### src/rtl/motor_pulse_scheduler.sv
`timescale 1ns / 1ps
`default_nettype none
// ----------------------------------------------------------------------------
// motor_pulse_scheduler: servo frame timing, command arbitration and PWM output.
// Option MOTOR_REVERSE_GUARD_EN: one neutral frame on a 00<->10 direction flip.
// Revision 1.0
// ----------------------------------------------------------------------------
module motor_pulse_scheduler #(
  parameter int CLK_RATE        = 100000000,
  parameter int FRAME_HZ        = 50,
  parameter int NUM_STATES      = 24,
  parameter int MAX_PULSE       = 250000,
  parameter int TIMEOUT_FRAMES  = 25,
  parameter int OVR_HOLD_FRAMES = 50
) (
  input  logic        CLK,
  input  logic        RST_N,
  input  logic        NavReq,
  input  logic [4:0]  NavModInfo,
  output logic        NavAck,
  input  logic        OvrReq,
  input  logic [4:0]  OvrModInfo,
  output logic        OvrAck,
  output logic [4:0]  ModInfo,
  output logic [4:0]  State,
  input  logic [20:0] Pulse,
  output logic        PwmOut,
  output logic        FrameStart,
  output logic        Failsafe
);

  localparam int FRAME_TICKS = CLK_RATE / FRAME_HZ;
  localparam int CW = $clog2(FRAME_TICKS);
  localparam int TW = $clog2(TIMEOUT_FRAMES + 1);
  localparam int HW = $clog2(OVR_HOLD_FRAMES + 1);
  localparam logic [4:0] NEUTRAL = 5'b00001;

  typedef enum logic [1:0] {NAV = 2'd0, OVERRIDE = 2'd1, FAILSAFE = 2'd2} fsm_e;

  fsm_e        fsm_q, fsm_d;
  logic [CW-1:0] frame_cnt_q, frame_cnt_d;
  logic [4:0]  state_idx_q, state_idx_d;
  logic [4:0]  mod_q, mod_d, pend_q, pend_d;
  logic        pend_vld_q, pend_vld_d;
  logic [TW-1:0] tmo_q, tmo_d;
  logic [HW-1:0] hold_q, hold_d;
  logic        nav_ack_q, ovr_ack_q, frame_start_q, pwm_q, pwm_d;
  logic [20:0] pulse_lat_q, pulse_lat_d, pulse_clamp;

  logic       boundary, ovr_acc, nav_acc, acc_any, flip;
  logic [4:0] acc_raw, acc_data, cmd;

  assign boundary = (frame_cnt_q == CW'(FRAME_TICKS - 1));
  assign ovr_acc  = OvrReq && !ovr_ack_q;
  assign nav_acc  = NavReq && !nav_ack_q && !ovr_acc && (fsm_q != OVERRIDE);
  assign acc_any  = ovr_acc || nav_acc;
  assign acc_raw  = ovr_acc ? OvrModInfo : NavModInfo;
  assign acc_data = (acc_raw[1:0] == 2'b11) ? {acc_raw[4:2], 2'b01} : acc_raw;
  // An accept landing on the boundary cycle is applied directly, skipping pending.
  assign cmd      = acc_any ? acc_data : pend_q;

`ifdef MOTOR_REVERSE_GUARD_EN
  assign flip = ({mod_q[1:0], cmd[1:0]} == 4'b0010) || ({mod_q[1:0], cmd[1:0]} == 4'b1000);
`else
  assign flip = 1'b0;
`endif

  assign frame_cnt_d = boundary ? '0 : frame_cnt_q + 1'b1;
  assign state_idx_d = !boundary ? state_idx_q :
                       (state_idx_q == 5'(NUM_STATES - 1)) ? 5'd0 : state_idx_q + 1'b1;
  assign pulse_clamp = (Pulse > 21'(MAX_PULSE)) ? 21'(MAX_PULSE) : Pulse;
  assign pulse_lat_d = (frame_cnt_q == CW'(2)) ? pulse_clamp : pulse_lat_q;
  assign pwm_d = (32'(frame_cnt_d) >= 32'd3) && (32'(frame_cnt_d) < 32'd3 + 32'(pulse_lat_d));

  always_comb begin
    fsm_d      = fsm_q;
    hold_d     = hold_q;
    tmo_d      = tmo_q;
    mod_d      = mod_q;
    pend_d     = pend_q;
    pend_vld_d = pend_vld_q;
    if (acc_any) begin
      pend_d     = acc_data;
      pend_vld_d = 1'b1;
    end
    if (ovr_acc) begin
      fsm_d  = OVERRIDE;
      hold_d = HW'(OVR_HOLD_FRAMES);
    end else if (nav_acc && fsm_q == FAILSAFE) begin
      fsm_d = NAV;
    end
    if (boundary) begin
      pend_vld_d = 1'b0;
      if (fsm_q == OVERRIDE && !ovr_acc) begin
        if (hold_q <= HW'(1)) begin
          fsm_d  = NAV;
          hold_d = '0;
        end else begin
          hold_d = hold_q - 1'b1;
        end
      end
      if (acc_any || pend_vld_q) begin
        tmo_d = '0;
        if (flip) begin
          // Park the command for one frame behind a neutral frame.
          mod_d      = NEUTRAL;
          pend_d     = cmd;
          pend_vld_d = 1'b1;
        end else begin
          mod_d = cmd;
        end
      end else if (fsm_q == FAILSAFE) begin
        mod_d = NEUTRAL;
        tmo_d = '0;
      end else if (32'(tmo_q) + 32'd1 >= 32'(TIMEOUT_FRAMES)) begin
        fsm_d  = FAILSAFE;
        mod_d  = NEUTRAL;
        tmo_d  = '0;
        hold_d = '0;
      end else begin
        tmo_d = tmo_q + 1'b1;
      end
    end
  end

  always_ff @(posedge CLK or negedge RST_N) begin
    if (!RST_N) begin
      fsm_q         <= FAILSAFE;
      frame_cnt_q   <= '0;
      state_idx_q   <= '0;
      mod_q         <= NEUTRAL;
      pend_q        <= '0;
      pend_vld_q    <= 1'b0;
      tmo_q         <= '0;
      hold_q        <= '0;
      nav_ack_q     <= 1'b0;
      ovr_ack_q     <= 1'b0;
      frame_start_q <= 1'b0;
      pulse_lat_q   <= '0;
      pwm_q         <= 1'b0;
    end else begin
      fsm_q         <= fsm_d;
      frame_cnt_q   <= frame_cnt_d;
      state_idx_q   <= state_idx_d;
      mod_q         <= mod_d;
      pend_q        <= pend_d;
      pend_vld_q    <= pend_vld_d;
      tmo_q         <= tmo_d;
      hold_q        <= hold_d;
      nav_ack_q     <= nav_acc;
      ovr_ack_q     <= ovr_acc;
      frame_start_q <= boundary;
      pulse_lat_q   <= pulse_lat_d;
      pwm_q         <= pwm_d;
    end
  end

  assign NavAck     = nav_ack_q;
  assign OvrAck     = ovr_ack_q;
  assign ModInfo    = mod_q;
  assign State      = state_idx_q;
  assign PwmOut     = pwm_q;
  assign FrameStart = frame_start_q;
  assign Failsafe   = (fsm_q == FAILSAFE);

endmodule
`default_nettype wire

### config.mk
export PLATFORM = sky130hd
export DESIGN_NAME = motor_pulse_scheduler
export DESIGN_NICKNAME = d
export VERILOG_FILES = /design/src/rtl/motor_pulse_scheduler.sv
export SDC_FILE = /design/constraint.sdc
export NUM_CORES = 1
export LEC_CHECK = 0
export CELL_PAD_IN_SITES_DETAIL_PLACEMENT = 1
export CELL_PAD_IN_SITES_GLOBAL_PLACEMENT = 1
export CORE_MARGIN = 10
export CORE_UTILIZATION = 40
export CTS_CLUSTER_DIAMETER = 50
export DETAILED_ROUTE_END_ITERATION = 10
export PLACE_DENSITY = 0.76
export SYNTH_ARGS = -nofsm -noshare
export SYNTH_HDL_FRONTEND = slang
export SYNTH_SLANG_ARGS = --single-unit
export TNS_END_PERCENT = 1
### constraint.sdc
create_clock -name CLK -period 4.2 [get_ports CLK]
set_input_delay 0.63 -clock CLK [delete_from_list [all_inputs] [get_ports CLK]]
set_output_delay 0.63 -clock CLK [all_outputs]
set_load 0.01 [all_outputs]
# Yosys cells after proc, flatten, opt, wreduce, memory -nomap -nowiden
# Cells that the tools add are included.
# op_classes
add_sub_neg,6
n_lt_le_gt_ge,5
n_eq_ne,7
n_mux,30
n_reduce_logical,15
# ops
operator,count
21-bit 2-to-1 mux,3
5-bit 2-to-1 mux,9
6-bit 2-to-1 mux,7
"2-bit by 21-bit adder with 22-bit output, first input constant",1
21-bit by 22-bit less-than comparator with 1-bit output,1
"21-bit by 1-bit adder with 21-bit output, second input constant",1
"21-bit by 2-bit equality test with 1-bit output, second input constant",1
"21-bit equality test, second input constant",1
"21-bit by 2-bit greater-or-equal comparator with 1-bit output, second input constant",1
"21-bit by 18-bit > comparator with 1-bit output, second input constant",1
2-bit 2-to-1 mux,9
"5-bit by 1-bit adder with 5-bit output, second input constant",2
1-bit logical AND,7
"5-bit by 1-bit adder with 6-bit output, second input constant",1
"6-bit by 5-bit greater-or-equal comparator with 1-bit output, second input constant",1
"6-bit by 1-bit less-or-equal comparator with 1-bit output, second input constant",1
"6-bit by 1-bit subtractor with 6-bit output, second input constant",1
"5-bit equality test, second input constant",1
"2-bit equality test, second input constant",2
1-bit logical NOT,3
3-bit nonzero test,1
"2-bit by 1-bit equality test with 1-bit output, second input constant",1
1-bit logical OR,2
1-bit 2-to-1 mux,2
3 further kinds,3
# totals
register_bits,75
out_inout_bits,15

# Logic depth before layout (Yosys ltp)
# depth
word_depth,14
mapped_depth,23
depth_no_buf,21

# Least setup slack after synthesis
# OpenSTA, ideal clock, no wires.
# synth_path
path_kind,in2reg
startpoint,input Pulse[11]
endpoint,"register pwm_q, in the netlist PwmOut"
setup_ns,0.082
t_arrival_ns,4.717
t_required_ns,4.118
setup_slack_ns,-0.599
stages,21
n_path_buf,2
path_cell_list,nor4_2 -> nor4b_4 -> and4_4 -> o21a_1 -> buf_4 -> a22oi_1 -> ha_1 -> nand2b_2 -> or3b_1 -> buf_6 -> nor3b_1 -> o22ai_1 -> ha_1 -> a41oi_1 -> o21ai_0 -> a21o_1 -> a2111oi_0 -> o221ai_1 -> a211o_1 -> o31a_1 -> a31oi_1
# synth_between
elab_chain_len,6
# synth_rtl
element,line,text
"start, declared",26,"input logic [20:0] Pulse,"
21-bit by 18-bit > comparator with 1-bit output,71,assign pulse_clamp = (Pulse > 21'(MAX_PULSE)) ? 21'(MAX_PULSE) : Pulse;
21-bit 2-to-1 mux (*),71,
21-bit 2-to-1 mux (*),72,assign pulse_lat_d = (frame_cnt_q == CW'(2)) ? pulse_clamp : pulse_lat_q;
2-bit by 21-bit adder with 22-bit output (*),73,assign pwm_d = (32'(frame_cnt_d) >= 32'd3) && (32'(frame_cnt_d) < 32'd3 + 32'(pulse_lat_d));
21-bit by 22-bit less-than comparator with 1-bit output (*),73,
1-bit logical AND (*),73,
net pwm_d,47,"logic nav_ack_q, ovr_ack_q, frame_start_q, pwm_q, pwm_d;"
"end signal, assigned",154,pwm_q <= pwm_d;
"end, declared",47,
# Mark *: on every way through the listed nets, which the timed path passes. The rest lies on a longest branch.
# A chain may end at the register's enable or synchronous reset.

# Worst setup path in the final report
# layout_path
startpoint,input Pulse[20]
endpoint,"register pwm_q, in the netlist PwmOut"
# The elaborated chain is that of the path after synthesis.

==> flow_summary.json <==
{
  "cp_slowest_cell": "or3b_4",
  "clock_path_buffers": 2,
  "ant_nets": 0,
  "period_share": 1.10,
  "grt-ovfl-total": 0,
  "vdd_ir_drop_max_uv": 182,
  "diodes": 0,
  "fp-row-count": 40,
  "cp-start-kind": "input port",
  "worst-path-max-fanout": 3,
  "final_util": 0.560,
  "synth_nets": 574,
  "cts_tree": "done",
  "core_mm2": 0.0119,
  "finalMaxSlewViolations": 0,
  "start_util": 0.405,
  "root_buffer": "clkbuf_16",
  "critPathArrivalTime_ps": 4900,
  "die-area_mm2": 0.0169,
  "critPathTopFamily": "compound AO/OA/AOI/OAI gates",
  "grt_pass1_vias": 5117,
  "path_class": "in2reg",
  "regArea_mm2": 0.00188,
  "tightest_slew_ps": 982,
  "drc": 0,
  "pin_count": 50,
  "netlist_instances": 511,
  "power.density_mw_per_mm2": 274,
  "grt_pass1_wl_um": 26200,
  "place_area_mm2": 0.00612,
  "critPathBufInv": 2,
  "synth_edf_count": 0,
  "drive_gt1_frac": 0.286,
  "async_flop_share": 1.00,
  "synth_ff_type": "dfrtp_1",
  "worst_slack_ps": -425,
  "yosys_warnings": 0,
  "clock_sinks": 75,
  "cp_data_required_time_ps": 4470,
  "place_ws_ps": -841,
  "synth_seq_cells": 75,
  "area_growth_pct": 38.1,
  "final_cells": 807,
  "hp-class": "in2async",
  "fillCellCount": 1337,
  "synth.avg_cell_area_um2": 9.45,
  "final_nets": 718,
  "antenna_found_initial": 0,
  "h-tree-depth": 3,
  "grt_max_degree": 76,
  "endpoint_kind": "register",
  "setup_violations": 1,
  "final_area_mm2": 0.00667,
  "grt_usage": 0.197,
  "outcome": "finished, violations left",
  "yosysSeqAreaShare": 0.389,
  "max_freq_mhz": 216,
  "report.final.hold_viol_count": 0,
  "multiInputGateArea_mm2": 0.00292,
  "rsz0062_at_grt": "true",
  "wl_per_cell_um": 20.9,
  "min_period_ps": 4630,
  "finalPower_mw": 1.83,
  "gp_congestion": 0.902,
  "die_x_um": 130,
  "max_stage_delay_ps": 430,
  "wl_um": 16900,
  "io_buffers": 49,
  "leakagePower_nw": 3.07,
  "syn_area_mm2": 0.00483,
  "cts_buffers": 9,
  "vias": 4597,
  "violations": "negative setup slack",
  "fin_skew_ps": 8.64,
  "max-slew-margin-rel": 0.346,
  "via_per_inst": 5.70,
  "worstSkewPairLatency_ps": 350,
  "die_y_um": 130,
  "drt_iter0_drc": 226,
  "yosysUniqueCellTypes": 79,
  "dp.cells": 780,
  "dp_hpwl_um": 11800,
  "drv_cap": 0,
  "path_cells": "dlygate4sd2_1 > nor3_2 > o21ai_2 > o31ai_4 > o21a_4 > a22oi_2 > ha_2 > nand2b_4 > or3b_4 > buf_6 > nor3b_4 > xnor2_2 > ha_1 > a21o_1 > a2111oi_4 > o221ai_1 > a211o_1 > o31a_1 > a31oi_1",
  "clkTransAtPathRegs_ps": 60,
  "first_pass_iters": 4
}
-- registers in the layout, summed over array words and instances, names as in the netlist --
| signal | count |
|---|---|
| pend_q | 5 |
| FrameStart | 1 |
| frame_cnt_q | 21 |
| ModInfo | 5 |
| OvrAck | 1 |
| State | 5 |
| pend_vld_q | 1 |
| pulse_lat_q | 21 |
| fsm_q | 2 |
| PwmOut | 1 |
| hold_q | 6 |
| tmo_q | 5 |
| NavAck | 1 |
-- layout by cell type, fill, tap and decap left out, types with 8 or more instances in the layout --
| cell | count |
|---|---|
| ha_1 | 24 |
| nand4_1 | 14 |
| clkdlybuf4s50_1 | 31 |
| nand2_1 | 59 |
| dfrtp_1 | 73 |
| buf_4 | 102 |
| nand3_1 | 26 |
| a31oi_1 | 8 |
| xnor2_1 | 27 |
| clkbuf_16 | 9 |
| dlygate4sd2_1 | 8 |
| o21ai_0 | 25 |
| nor2_1 | 40 |
| a21oi_1 | 14 |
| inv_1 | 22 |
| xor2_1 | 9 |
-- cell type report --
| type | instances | share of cell area |
|---|---|---|
| flip-flops and latches | 75 | 0.282 |
| clock inverters | 4 | 0.0146 |
| clock buffers | 12 | 0.0370 |
| repair buffers | 152 | 0.188 |
| multi-input cells | 393 | 0.438 |
| well taps | 147 | 0.0276 |
| inverters | 24 | 0.0137 |
-- cells in the mapped netlist (all sizes together), types with 6 or more instances --
master,instances,share of area
a21oi,15,0.016
clkbuf,8,0.0062
a21o,6,0.0093
nand2b,6,0.0083
dfrtp,73,0.38
xnor2,28,0.051
nor4,14,0.035
nand4,16,0.025
nor3,9,0.010
a31oi,9,0.015
o22a,7,0.013
nor2,42,0.036
o21ai,34,0.040
nand3,27,0.028
buf,11,0.017
ha,28,0.073
xor2,9,0.016
inv,23,0.018
nand2,62,0.048
-- cell families after synthesis --
kind of cell,Yosys count,share of synthesized area
buffers and inverters,43,0.0422
and+or+nand+nor,213,0.257
adders and majority gates,28,0.0726
xor gates and xnor gates,37,0.0671
muxes,3,0.00648
DFF,75,0.389
AOI/OAI and AO/OA,112,0.165
-- per-layer routing --
metal / wire (um) / share of wire / track usage
met1: 6520 / 0.39 / 0.209
met2: 9050 / 0.54 / 0.368
met3: 643 / 0.038 / 0.0312
met4: 675 / 0.040 / 0.104
met5: 0 / 0 / 0
-- where the power goes --
| group | internal, mW | switching [mW] |
|---|---|---|
| Combinational | 0.0761 | 0.0851 |
| Clock | 0.598 | 0.323 |
| Sequential | 0.736 | 0.00686 |
-- repair_timing --
action                                  CTS  global route
resized for setup                        35            24
buffers inserted                          6             5
hold buffers                              0             0
endpoints found under the setup margin    1             1
pin swaps                                21            26
gates cloned                              0             0
-- per-stage QoR --
step / hold WS [ps] / TNS, ps
after global placement: 457 / -763
after global routing: 518 / -554
final: 449 / -425
after floorplan: 334 / -306
after CTS: 475 / -220
after detailed placement: 462 / -841
-- worst paths after layout --
| check | startpoint | end | slack [ps] | cells past startpoint |
|---|---|---|---|---|
| max in group asynchronous | RST_N | frame_cnt_q[0]$_DFF_PN0_ | 3140 | 1 |
| max reg2reg | frame_cnt_q[5]$_DFF_PN0_ | PwmOut$_DFF_PN0_ | -420 | 17 |
| min reg2reg | ModInfo[3]$_DFFE_PN0P_ | ModInfo[3]$_DFFE_PN0P_ | 470 | 2 |
| max | Pulse[20] | PwmOut$_DFF_PN0_ | -430 | 19 |
| min | RST_N | hold_q[4]$_DFF_PN0_ | 450 | 1 |
| min in group CLK | ModInfo[3]$_DFFE_PN0P_ | ModInfo[3]$_DFFE_PN0P_ | 470 | 2 |
No activity file was read; power rests on OpenSTA's default activity.
